### src/rtl/hello_rx_pkg.sv
// hello_rx_pkg
//   Shared definitions for the hello message generator / receiver pair:
//   receiver state encodings and the default message, so both ends of a
//   link built from these blocks agree on what is being sent.
package hello_rx_pkg;

  typedef enum logic [1:0] {
    ST_HUNT   = 2'd0,
    ST_VERIFY = 2'd1,
    ST_LOCKED = 2'd2
  } rx_state_t;

  // Default message; the leftmost character is the first byte on the wire.
  localparam int          HELLO_MSG_LEN = 5;
  localparam logic [39:0] HELLO_MSG     = "hello";

endpackage

### src/rtl/hello_sat_cnt.sv
// hello_sat_cnt
//   Saturating up-counter: increments on inc and holds at all-ones.
//   Ports:
//     clk   - clock, rising edge
//     rst_n - asynchronous active-low reset (clears q)
//     inc   - increment request for this cycle
//     q     - current count
module hello_sat_cnt #(
  parameter int W = 16
) (
  input  logic         clk,
  input  logic         rst_n,
  input  logic         inc,
  output logic [W-1:0] q
);

  logic [W-1:0] r_q;

  always_ff @(posedge clk or negedge rst_n) begin
    if (!rst_n) begin
      r_q <= '0;
    end else if (inc && (r_q != {W{1'b1}})) begin
      r_q <= r_q + W'(1);
    end
  end

  assign q = r_q;

endmodule

### src/rtl/hello_rx.sv
// hello_rx
//   Receive-side checker for the repeating hello message stream. Hunts for
//   the first message byte, verifies LOCK_COUNT consecutive clean messages,
//   then flywheels on the message boundary, tolerating up to MISS_LIMIT-1
//   consecutive bad messages before dropping back to hunting.
//   Ports:
//     clk       - clock, rising edge
//     rst_n     - asynchronous active-low reset
//     in_valid  - in_data carries a stream byte this cycle
//     in_data   - stream byte
//     locked    - aligned to the message boundary
//     msg_pulse - one-cycle strobe per clean message while locked
//     msg_count - clean messages while locked (saturating)
//     err_count - mismatched bytes while locked (saturating)
//     state     - debug state (0 HUNT, 1 VERIFY, 2 LOCKED)
module hello_rx
  import hello_rx_pkg::*;
#(
  parameter int                   MSG_LEN    = HELLO_MSG_LEN,
  parameter logic [8*MSG_LEN-1:0] MSG        = HELLO_MSG,
  parameter int                   LOCK_COUNT = 2,
  parameter int                   MISS_LIMIT = 3,
  parameter int                   CNT_W      = 16
) (
  input  logic             clk,
  input  logic             rst_n,
  input  logic             in_valid,
  input  logic [7:0]       in_data,
  output logic             locked,
  output logic             msg_pulse,
  output logic [CNT_W-1:0] msg_count,
  output logic [CNT_W-1:0] err_count,
  output logic [1:0]       state
);

  localparam int IDX_W = $clog2(MSG_LEN);
  localparam int GR_W  = $clog2(LOCK_COUNT + 1);
  localparam int MS_W  = $clog2(MISS_LIMIT + 1);

  localparam logic [IDX_W-1:0] LAST_IDX   = IDX_W'(MSG_LEN - 1);
  localparam logic [7:0]       FIRST_BYTE = MSG[8*MSG_LEN-1 -: 8];

  // Message unpacked into a byte table sized to the full index range so the
  // lookup never needs a bounds check; unused slots are never addressed.
  logic [7:0] w_msg_bytes [2**IDX_W];

  genvar gi;
  generate
    for (gi = 0; gi < 2**IDX_W; gi++) begin : g_msg
      if (gi < MSG_LEN) begin : g_used
        assign w_msg_bytes[gi] = MSG[8*(MSG_LEN-gi)-1 -: 8];
      end else begin : g_unused
        assign w_msg_bytes[gi] = 8'h00;
      end
    end
  endgenerate

  rx_state_t        r_state, w_state_next;
  logic [IDX_W-1:0] r_idx, w_idx_next;
  logic [GR_W-1:0]  r_good_run, w_good_next;
  logic [MS_W-1:0]  r_miss, w_miss_next;
  logic             r_bad, w_bad_next;
  logic             r_msg_pulse, w_pulse_next;
  logic             w_msg_inc, w_err_inc;
  logic             w_match, w_last, w_is_first;

  assign w_match    = (in_data == w_msg_bytes[r_idx]);
  assign w_last     = (r_idx == LAST_IDX);
  assign w_is_first = (in_data == FIRST_BYTE);

  // State register
  always_ff @(posedge clk or negedge rst_n) begin
    if (!rst_n) begin
      r_state     <= ST_HUNT;
      r_idx       <= '0;
      r_good_run  <= '0;
      r_miss      <= '0;
      r_bad       <= 1'b0;
      r_msg_pulse <= 1'b0;
    end else begin
      r_state     <= w_state_next;
      r_idx       <= w_idx_next;
      r_good_run  <= w_good_next;
      r_miss      <= w_miss_next;
      r_bad       <= w_bad_next;
      r_msg_pulse <= w_pulse_next;
    end
  end

  // Next-state logic; idle cycles hold everything except the strobe.
  always_comb begin
    w_state_next = r_state;
    w_idx_next   = r_idx;
    w_good_next  = r_good_run;
    w_miss_next  = r_miss;
    w_bad_next   = r_bad;
    w_pulse_next = 1'b0;
    w_msg_inc    = 1'b0;
    w_err_inc    = 1'b0;
    if (in_valid) begin
      case (r_state)
        ST_HUNT: begin
          if (w_is_first) begin
            w_state_next = ST_VERIFY;
            w_idx_next   = IDX_W'(1);
            w_good_next  = '0;
          end
        end
        ST_VERIFY: begin
          if (w_match) begin
            if (w_last) begin
              w_idx_next  = '0;
              w_good_next = r_good_run + GR_W'(1);
              if (r_good_run == GR_W'(LOCK_COUNT - 1)) begin
                w_state_next = ST_LOCKED;
                w_good_next  = '0;
                w_miss_next  = '0;
                w_bad_next   = 1'b0;
              end
            end else begin
              w_idx_next = r_idx + IDX_W'(1);
            end
          end else begin
            w_good_next = '0;
            // A stray first byte may itself start the real message.
            if (w_is_first) begin
              w_idx_next = IDX_W'(1);
            end else begin
              w_state_next = ST_HUNT;
              w_idx_next   = '0;
            end
          end
        end
        ST_LOCKED: begin
          // Flywheel: the boundary is trusted, so idx advances regardless.
          w_idx_next = w_last ? '0 : r_idx + IDX_W'(1);
          if (!w_match) begin
            w_err_inc  = 1'b1;
            w_bad_next = 1'b1;
          end
          if (w_last) begin
            w_bad_next = 1'b0;
            if (!r_bad && w_match) begin
              w_pulse_next = 1'b1;
              w_msg_inc    = 1'b1;
              w_miss_next  = '0;
            end else if (r_miss == MS_W'(MISS_LIMIT - 1)) begin
              w_state_next = ST_HUNT;
              w_idx_next   = '0;
              w_miss_next  = '0;
            end else begin
              w_miss_next = r_miss + MS_W'(1);
            end
          end
        end
        default: begin
          w_state_next = ST_HUNT;
          w_idx_next   = '0;
        end
      endcase
    end
  end

  // Outputs
  always_comb begin
    locked    = (r_state == ST_LOCKED);
    state     = r_state;
    msg_pulse = r_msg_pulse;
  end

  hello_sat_cnt #(.W(CNT_W)) u_msg_cnt (
    .clk   (clk),
    .rst_n (rst_n),
    .inc   (w_msg_inc),
    .q     (msg_count)
  );

  hello_sat_cnt #(.W(CNT_W)) u_err_cnt (
    .clk   (clk),
    .rst_n (rst_n),
    .inc   (w_err_inc),
    .q     (err_count)
  );

endmodule
### config.mk
export PLATFORM = sky130hd
export DESIGN_NAME = hello_rx
export DESIGN_NICKNAME = d
export VERILOG_FILES = /design/src/rtl/hello_rx_pkg.sv /design/src/rtl/hello_sat_cnt.sv /design/src/rtl/hello_rx.sv
export SDC_FILE = /design/constraint.sdc
export NUM_CORES = 1
export LEC_CHECK = 0
export CAP_MARGIN = 20
export CORE_MARGIN = 10
export CORE_UTILIZATION = 35
export CTS_BUF_LIST = sky130_fd_sc_hd__clkbuf_4
export DETAILED_ROUTE_END_ITERATION = 10
export DONT_BUFFER_PORTS = 1
export GPL_ROUTABILITY_DRIVEN = 1
export HOLD_SLACK_MARGIN = 0.03
export PLACE_DENSITY_LB_ADDON = 0.2
export SYNTH_ARGS = -nofsm -noshare
export SYNTH_HDL_FRONTEND = slang
export SYNTH_SLANG_ARGS = --single-unit
### constraint.sdc
create_clock -name clk -period 2.9 [get_ports clk]
set_input_delay 0.29 -clock clk [delete_from_list [all_inputs] [get_ports clk]]
set_output_delay 0.29 -clock clk [all_outputs]
set_load 0.02 [all_outputs]
==> flow_summary.toml, run 1 <==
[yosys]
ys_seq_area_share_pct = 43.4
synthArstFlopShare_pct = 100
synth_edf_count = 0
ys_ff_latch = 43
postSynthCellCount = 241
synthFlopType = "dfrtp_1"
yosysWarnings = 0
synth_nets = 262
synth_area_per_cell_um2 = 10.3
ys_types = 53
syn_area_um2 = 2480

[cts]
cts_tree = "yes"
numCtsBuffers = 5
ctsResizeCount = 0
cts_buffer_depth = 2
cts.sinks = 43
clk_pin_slew_ns = 0.14
clk_latency_ns = 0.35
htreeDepth = 2
cts_root_buf = "clkbuf_4"

[route]
viasPerCell = 5.36
routed.top_layer = "met4"
avgRoutedWirePerCell_um = 16.0
vias = 1860
drtPass1Iterations = 6
wl_met2_um = 2780
drtIter0Drc = 60
ant_nets = 0
met3WireLength_um = 391
drc_errors = 0
wl_met1_um = 2310
wl_um = 5570

[power]
ir_worst_vdd_mv = 0.259
powerDensity_nw_per_um2 = 551
total_power_mw = 1.51
cellLeakagePower_nw = 1.18

[layout]
drive_gt1_share_pct = 11.6
areaGrowthSynthToFinish_pct = 10.8
n_antenna_cell = 0
utilization_pct = 40.2
layout_common_cells = "dfrtp_1, nand2_1, xnor2_1"
seqCellArea_um2 = 1080
layoutNonFillerInstCount = 347
fillCellCount = 702
final_common_cell = "dfrtp_1"
finalNetCount = 271
multi_input_area_um2 = 1330

[flow_run]
drv_cap = 0

[critical_path]
worstSetupPathType = "register to register"
endpoint_kind = "register"
rr_worst_depth = 9
slowest_stage = "dfrtp_1"
cp.required_ns = 3.18
path_max_fanout = 11
startpoint_type = "register"
critPathMaxStageDelay_ns = 0.47
path_cells = "inv_1 > ha_1 > or3_1 > a21oi_2 > o22ai_4 > o211ai_2 > buf_4 > nor4b_1 > xor2_1"
cp.arrival_ns = 2.90

[global_routing]
grt.total_usage_pct = 10.3
grt_pass1_wl_um = 9450
first_global_vias = 1870
overflow = 0
antenna_found_initial = 0
grt_max_degree = 44

[sta]
layout_min_cycle_time_ns = 2.62
slew_headroom_pct = 67.8
finalSetupViolCount = 0
finalCritPeriodShare_pct = 90.3
fmax_ghz = 0.382
finalClockSkew_ns = 0.0130
finalHoldViolCount = 0
worst_pin_slew_ns = 0.478
fin_hold_ws_ns = 0.192
report.final.slew_viol_count = 0
rsz0062_at_grt = "no"
setup_tns_ns = 0

[place]
placedCellCount = 337
place_congestion = 0.889
hpwlAfterDp_um = 4260
port_buffers = 0

[die]
row_count = 30
dieArea_um2 = 10900
floorplan.initialDensity_pct = 36.3
die_h_um = 104
coreArea_um2 = 6830
ioPinCount = 47
chipWidth_um = 104

[hold_path]
hold_path.class = "input pin to register"
holdPathStages = 3

[run_status]
status = "finished clean"
-- repair_timing --
item / CTS / global route
setup buffers: 0 / 0
hold buffers: 2 / 0
hold endpoints to repair: 43 / 0
-- cell families after synthesis --
kind of cell	count (synthesis)	share of synthesized area (%)
buffers and inverters	17	2.98
AND/OR/NAND/NOR	99	23.8
adder cells (fa/ha/maj)	10	5.04
multiplexers	5	2.17
flip-flops	43	43.4
XOR/XNOR	32	11.3
AO/OA/AOI/OAI	35	11.4
-- final cells by class --
class | count | area share, %
inverter | 13 | 1.78
tap | 96 | 4.37
timing repair buffer | 6 | 2.46
multi-input combinational | 181 | 48.4
sequential | 43 | 39.1
clock inverter | 3 | 2.46
clock buffer | 5 | 1.37
-- report_power, final --
| group | leakage (nW) | internal, mW | switching (mW) | total, mW |
|---|---|---|---|---|
| logic | 0.549 | 0.122 | 0.209 | 0.331 |
| clock network | 0.0514 | 0.268 | 0.206 | 0.474 |
| registers | 0.577 | 0.632 | 0.0767 | 0.709 |
-- stage by stage --
step | setup slack [ns] | area [um2]
2_1_floorplan | 0.594 | 2480
3_3_place_gp | 0.368 | 2610
3_5_place_dp | 0.305 | 2610
4_1_cts | 0.263 | 2750
5_1_grt | 0.0232 | 2750
6_report | 0.280 | 2750
-- critical path, delay by kind of cell (launching register included) --
| family | cells | cell delay, ns |
|---|---|---|
| AOI/OAI and AO/OA | 3 | 0.63 |
| xor gates and xnor gates | 1 | 0.17 |
| adders and majority gates | 1 | 0.39 |
| buffers and inverters | 2 | 0.35 |
| DFF | 1 | 0.47 |
| and+or+nand+nor | 2 | 0.53 |
-- state kept, by name (all words and copies together), names as in the netlist --
signal and count:
r_bad 1, r_idx 3, state 2, r_miss 2
r_good_run 2, u_msg_cnt.q 16, u_err_cnt.q 16, msg_pulse 1
-- synthesized netlist by cell type, types with 2 or more instances --
cell     number  area share [%]
and4_1        2            0.71
nor4_1        4             1.0
and3_1        2            0.50
o32ai_1       2            0.71
nor3_1       10             2.0
nand3_1      12             2.4
nor2_4        2            0.91
inv_1        13             2.0
xnor2_1      17             6.0
a31oi_1       3            0.76
nor4_2        3             1.5
nor4b_1       2            0.71
o21ai_0       3            0.60
o31ai_1       4             1.2
dfrtp_1      43              43
mux2i_1       2            0.81
a21oi_1       8             1.6
nor2_1       13             2.0
ha_1         10             5.0
or3_1         4             1.0
and2_1        3            0.76
xor2_1       15             5.3
buf_2         2            0.40
nand2_1      21             3.2
nand4_1      12             3.0
mux2_2        2            0.91
-- routing by layer --
layer	up-vias	track usage, %
met5	-	0
met2	39	17.1
li1	892	-
met3	9	3.97
met4	0	3.58
met1	920	12.0
-- final timing paths --
kind | from | to | slack (ns)
worst max register to register | r_idx[0]$_DFFE_PN0P_ | u_err_cnt.q[3]$_DFFE_PN0P_ | 0.28
min in group asynchronous | rst_n | u_msg_cnt.q[9]$_DFFE_PN0P_ | 0.42
worst min-delay path | in_valid | r_idx[0]$_DFFE_PN0P_ | 0.19
worst min register to register | r_good_run[1]$_DFFE_PN0P_ | r_good_run[1]$_DFFE_PN0P_ | 0.52
max in group asynchronous | rst_n | u_err_cnt.q[4]$_DFFE_PN0P_ | 2.28
worst max-delay path | r_idx[0]$_DFFE_PN0P_ | u_err_cnt.q[3]$_DFFE_PN0P_ | 0.28
No activity file was read; power rests on OpenSTA's default activity.
==> run 2: changes to the inputs <==
--- a/config.mk
+++ b/config.mk
@@ -6,6 +6,7 @@
 export NUM_CORES = 1
 export LEC_CHECK = 0
 export CAP_MARGIN = 20
+export CORE_ASPECT_RATIO = 1.25
 export CORE_MARGIN = 10
 export CORE_UTILIZATION = 35
 export CTS_BUF_LIST = sky130_fd_sc_hd__clkbuf_4
@@ -14,6 +15,7 @@
 export GPL_ROUTABILITY_DRIVEN = 1
 export HOLD_SLACK_MARGIN = 0.03
 export PLACE_DENSITY_LB_ADDON = 0.2
+export SLEW_MARGIN = 20
 export SYNTH_ARGS = -nofsm -noshare
 export SYNTH_HDL_FRONTEND = slang
 export SYNTH_SLANG_ARGS = --single-unit
==> run 2 against run 1 <==
  * Via count is 1.3% lower
  * Clock skew is 0.0010 ns lower
  * Register-to-register slack got worse by 0.02 ns
  * Critical path depth is the same
  * Utilization shrank 0.70 points
  * Sequential share of layout area rose by 0.11 points
  * Final cell count fell by 1.7%
  * Non-clock buffer count unchanged
  * Total power increased by 0.26%
  * Sequential power hardly changed
  * Global-route usage up 0.59 points
  * Largest cell class unchanged
==> flow_summary.toml, run 2 (synthesis gave the netlist of run 1 again) <==
[run_status]
status = "finished clean"

[layout]
finalNetCount = 271
drive_gt1_share_pct = 11.6
final_common_cell = "dfrtp_1"
areaGrowthSynthToFinish_pct = 10.5
n_antenna_cell = 0
layoutNonFillerInstCount = 341
layout_common_cells = "dfrtp_1, nand2_1, xnor2_1"
design_area_um2 = 2740

[place]
place_area_um2 = 2600
port_buffers = 0
placedCellCount = 331
hpwlAfterDp_um = 4350
place_congestion = 0.875

[route]
drc_errors = 0
viasPerCell = 5.38
drtPass1Iterations = 4
ant_nets = 0
avgRoutedWirePerCell_um = 16.7
drtIter0Drc = 67
vias = 1836
wl_um = 5690

[sta]
finalHoldViolCount = 0
finalClockSkew_ns = 0.0120
report.final.slew_viol_count = 0
setup_tns_ns = 0
rsz0062_at_grt = "no"
finalSetupViolCount = 0
fin_hold_ws_ns = 0.202
fmax_ghz = 0.378
worst_pin_slew_ns = 0.501
layout_min_cycle_time_ns = 2.64
finalCritPeriodShare_pct = 91.1
slew_headroom_pct = 66.3

[critical_path]
cp.required_ns = 3.19
cp.arrival_ns = 2.93
crit_start = "r_idx[0]$_DFFE_PN0P_"
worstSetupPathType = "register to register"
critPathMaxStageDelay_ns = 0.47
r2r_slack_ns = 0.26
rr_worst_depth = 9
critical_path.reg2reg.startpoint = "r_idx[0]$_DFFE_PN0P_"
endpoint_kind = "register"
worstSetupEndpoint = "u_err_cnt.q[3]$_DFFE_PN0P_"
path_max_fanout = 10
slowest_stage = "dfrtp_1"
startpoint_type = "register"
reg2reg_to = "u_err_cnt.q[3]$_DFFE_PN0P_"
path_cells = "inv_1 > ha_1 > or3_1 > a21oi_2 > o22ai_4 > o211ai_2 > buf_4 > nor4b_1 > xor2_1"

[power]
p_int_mw = 1.02
p_switching_uw = 494
comb_power_share_pct = 22.0
power_frac_seq_pct = 46.8
cellLeakagePower_nw = 1.18
ir_worst_vdd_mv = 0.219
powerDensity_nw_per_um2 = 553
switching_share_pct = 32.6
p_clk_share_pct = 31.2

[cts]
cts_tree = "yes"
htreeDepth = 2
cts.sinks = 43
clk_pin_slew_ns = 0.14
postCtsSetupRepairBufs = 0
cts_buffer_depth = 2
numCtsBuffers = 5
cts_root_buf = "clkbuf_4"
clk_latency_ns = 0.35

[global_routing]
antenna_found_initial = 0
grt_pass1_wl_um = 9600
grt_max_degree = 44
grt.total_usage_pct = 10.9
first_global_vias = 1932
overflow = 0

[die]
die_h_um = 114
row_count = 34
ioPinCount = 47
floorplan.initialDensity_pct = 35.8
dieArea_um2 = 10900
chipWidth_um = 95.3
coreArea_um2 = 6930

[flow_run]
drv_cap = 0

[hold_path]
hold_path.class = "input pin to register"
run 2: cell counts in the layout (fill, tap and decap cells not counted):
Identical to the previous run, type by type.
run 2: metrics by stage:
| step | total power [mW] | utilization [%] | setup slack (ns) |
|---|---|---|---|
| finish | 1.52 | 39.5 | 0.257 |
| global route | 1.61 | 39.5 | 0.0439 |
| CTS | 1.54 | 39.5 | 0.246 |
| global placement | 1.04 | 37.5 | 0.368 |
| detailed placement | 1.04 | 37.5 | 0.300 |
| floorplan | 0.982 | - | 0.594 |
run 2: layout make-up:
class                      instances  area [um2]
clock buffer                       5        37.5
clock inverter                     3        67.6
fill                             692        4190
inverter                          13        48.8
multi-input combinational        181        1330
sequential                        43        1080
tap                               90         113
timing repair buffer               6        67.6
run 2: routing by layer:
layer / part of all wire [%] / track usage [%]
met5: 0 / 0
met4: 1.5 / 3.80
met3: 7.1 / 3.61
met2: 52 / 19.2
met1: 39 / 11.9
run 2: worst min-delay path by stage:
stage / start / end / slack (ns) / cells after the start
floorplan: rst_n / msg_pulse$_DFF_PN0_ / -0.006 / 0
global route: in_valid / r_idx[0]$_DFFE_PN0P_ / 0.18 / 3
finish: in_valid / r_idx[0]$_DFFE_PN0P_ / 0.20 / 3
CTS: in_valid / r_idx[0]$_DFFE_PN0P_ / 0.18 / 3
detailed placement: rst_n / u_msg_cnt.q[2]$_DFFE_PN0P_ / -0.004 / 0
global placement: rst_n / u_msg_cnt.q[2]$_DFFE_PN0P_ / -0.004 / 0
run 2: worst max-delay path, delay by kind of cell (launching register included):
family	cells	cell delay, ns
simple gates	2	0.55
flops	1	0.47
buf+inv	2	0.35
xor+xnor	1	0.17
fa+ha+maj	1	0.39
compound gates	3	0.64
run 2: what timing repair did:
item | 4_1_cts | 5_1_grt
hold endpoints to repair | 43 | 0
hold buffers | 2 | 0
gates resized for setup | 0 | 0
run 2: power by group through the flow:
stage	clock, mW	combinational (mW)	sequential, mW
floorplan	0	0.275	0.707
global placement	0	0.318	0.721
detailed placement	0	0.317	0.724
CTS	0.490	0.337	0.711
global route	0.517	0.376	0.720
finish	0.473	0.334	0.710
==> run 3: changes to the inputs <==
==> constraint.sdc (replaced) <==
create_clock -name clk -period 2.6 [get_ports clk]
set_input_delay 0.26 -clock clk [delete_from_list [all_inputs] [get_ports clk]]
set_output_delay 0.26 -clock clk [all_outputs]
set_load 0.02 [all_outputs]
==> run 3 against run 2 <==
  * Sequential power grew 7.7%
  * Register-to-register slack lost 0.06 ns
  * Combinational power grew 34%
  * Final cell count grew 2.3%
  * Non-clock buffer count grew 8
  * Die area is the same
  * Clock skew grew 0.0077 ns
  * Wire length grew 4.1%
  * Sequential share of layout area shrank 0.88 points
  * Count of clock-buffer cells in the layout grew 1
  * Clock power grew 13%
  * Critical path depth is the same
  * Largest power group unchanged
  * Highest routed layer unchanged
==> flow_summary.toml, run 3 (synthesis gave the netlist of run 1 again) <==
[sta]
fin_hold_ws_ns = 0.178
rsz0062_at_grt = "no"
finalCritPeriodShare_pct = 92.3
finalHoldViolCount = 0
slew_headroom_pct = 66.2
finalClockSkew_ns = 0.0197
report.final.slew_viol_count = 0
worst_pin_slew_ns = 0.503
fmax_ghz = 0.417
setup_tns_ns = 0
layout_min_cycle_time_ns = 2.40
finalSetupViolCount = 0

[power]
switching_share_pct = 32.0
total_power_mw = 1.75
power_frac_seq_pct = 43.8
powerDensity_nw_per_um2 = 623
p_int_mw = 1.19
comb_power_share_pct = 25.6
p_clk_share_pct = 30.6
p_switching_uw = 558
cellLeakagePower_nw = 1.22
ir_worst_vdd_mv = 0.280

[layout]
final_common_cell = "dfrtp_1"
n_antenna_cell = 0
fillCellCount = 685
seqCellArea_um2 = 1080
finalNetCount = 279
multi_input_area_um2 = 1330
design_area_um2 = 2800
layout_common_cells = "dfrtp_1, nand2_1, xnor2_1"
drive_gt1_share_pct = 14.7
areaGrowthSynthToFinish_pct = 13.0

[die]
dieArea_um2 = 10900
ioPinCount = 47
chipWidth_um = 95.3
floorplan.initialDensity_pct = 35.8
die_h_um = 114
coreArea_um2 = 6930
row_count = 34

[run_status]
status = "finished clean"

[cts]
cts_tree = "yes"
cts_root_buf = "clkbuf_4"
htreeDepth = 2
cts.sinks = 43
clk_latency_ns = 0.35
numCtsBuffers = 5
clk_pin_slew_ns = 0.14
cts_buffer_depth = 2

[critical_path]
critPathMaxStageDelay_ns = 0.42
worstSetupPathType = "register to register"
slowest_stage = "dfrtp_1"
endpoint_kind = "register"
path_max_fanout = 7
cp.required_ns = 2.84
cp.arrival_ns = 2.64
startpoint_type = "register"
path_cells = "inv_1 > ha_2 > or3_1 > a21oi_2 > o22ai_4 > buf_4 > nor3_2 > nand4_1 > xnor2_1"

[place]
port_buffers = 0
place_congestion = 0.888
place_area_um2 = 2650
hpwlAfterDp_um = 4450

[global_routing]
antenna_found_initial = 0
grt.total_usage_pct = 11.0
grt_pass1_wl_um = 9690
first_global_vias = 1890
grt_max_degree = 44
overflow = 0

[route]
wl_um = 5920
drtIter0Drc = 61
drtPass1Iterations = 4
vias = 1890
avgRoutedWirePerCell_um = 17.0
ant_nets = 0
viasPerCell = 5.42
drc_errors = 0

[hold_path]
hold_path.class = "input pin to register"

[flow_run]
drv_cap = 0
run 3: final cells by class:
| type | instances | share of cell area, % |
|---|---|---|
| Timing Repair Buffer | 14 | 4.55 |
| Tap cell | 90 | 4.02 |
| Sequential cell | 43 | 38.4 |
| Inverter | 13 | 1.74 |
| Multi-Input combinational cell | 181 | 47.6 |
| Clock inverter | 2 | 2.14 |
| Clock buffer | 6 | 1.61 |
run 3: per-layer routing:
metal / global-route usage, % / wire [um] / vias up
li1: - / - / 908
met1: 12.1 / 2320 / 906
met2: 19.1 / 3020 / 68
met3: 3.94 / 490 / 8
met4: 3.80 / 87 / 0
met5: 0 / 0 / -
run 3: power by group through the flow:
stage | clock network (mW) | logic, mW | registers, mW
floorplan | 0 | 0.307 | 0.789
global placement | 0 | 0.423 | 0.779
detailed placement | 0 | 0.422 | 0.779
CTS | 0.566 | 0.445 | 0.766
global route | 0.583 | 0.495 | 0.774
finish | 0.534 | 0.448 | 0.765
run 3: per-stage QoR:
stage          utilization [%]  setup slack (ns)  cells
6_report                  40.4             0.200    349
5_1_grt                   40.4            0.0418    349
4_1_cts                   40.3             0.140    348
3_5_place_dp              38.2             0.183    338
3_3_place_gp              38.2             0.223    338
2_1_floorplan                -             0.294    241
run 3: final timing paths:
path	start	endpoint	slack (ns)	depth (start not counted)
worst min register to register	r_good_run[1]$_DFFE_PN0P_	r_good_run[1]$_DFFE_PN0P_	0.51	1
worst max-delay path	r_idx[1]$_DFFE_PN0P_	u_msg_cnt.q[15]$_DFFE_PN0P_	0.20	9
min in group asynchronous	rst_n	u_msg_cnt.q[6]$_DFFE_PN0P_	0.41	2
worst max register to register	r_idx[1]$_DFFE_PN0P_	u_msg_cnt.q[15]$_DFFE_PN0P_	0.20	9
worst min-delay path	in_valid	r_idx[2]$_DFFE_PN0P_	0.18	3
max in group asynchronous	rst_n	u_msg_cnt.q[8]$_DFFE_PN0P_	1.98	2
run 3: critical path, delay by kind of cell, from the launching register on:
family | cells | cell delay [ns]
AOI/OAI and AO/OA | 2 | 0.33
xor gates and xnor gates | 1 | 0.16
adders and majority gates | 1 | 0.23
buffers and inverters | 2 | 0.29
DFF | 1 | 0.42
and+or+nand+nor | 3 | 0.86
run 3: what timing repair did:
item	4_1_cts	5_1_grt
resized for setup	0	1
setup buffers	0	1
hold buffers	2	0
endpoints found under the setup margin	0	6
endpoints found under the hold margin	43	0
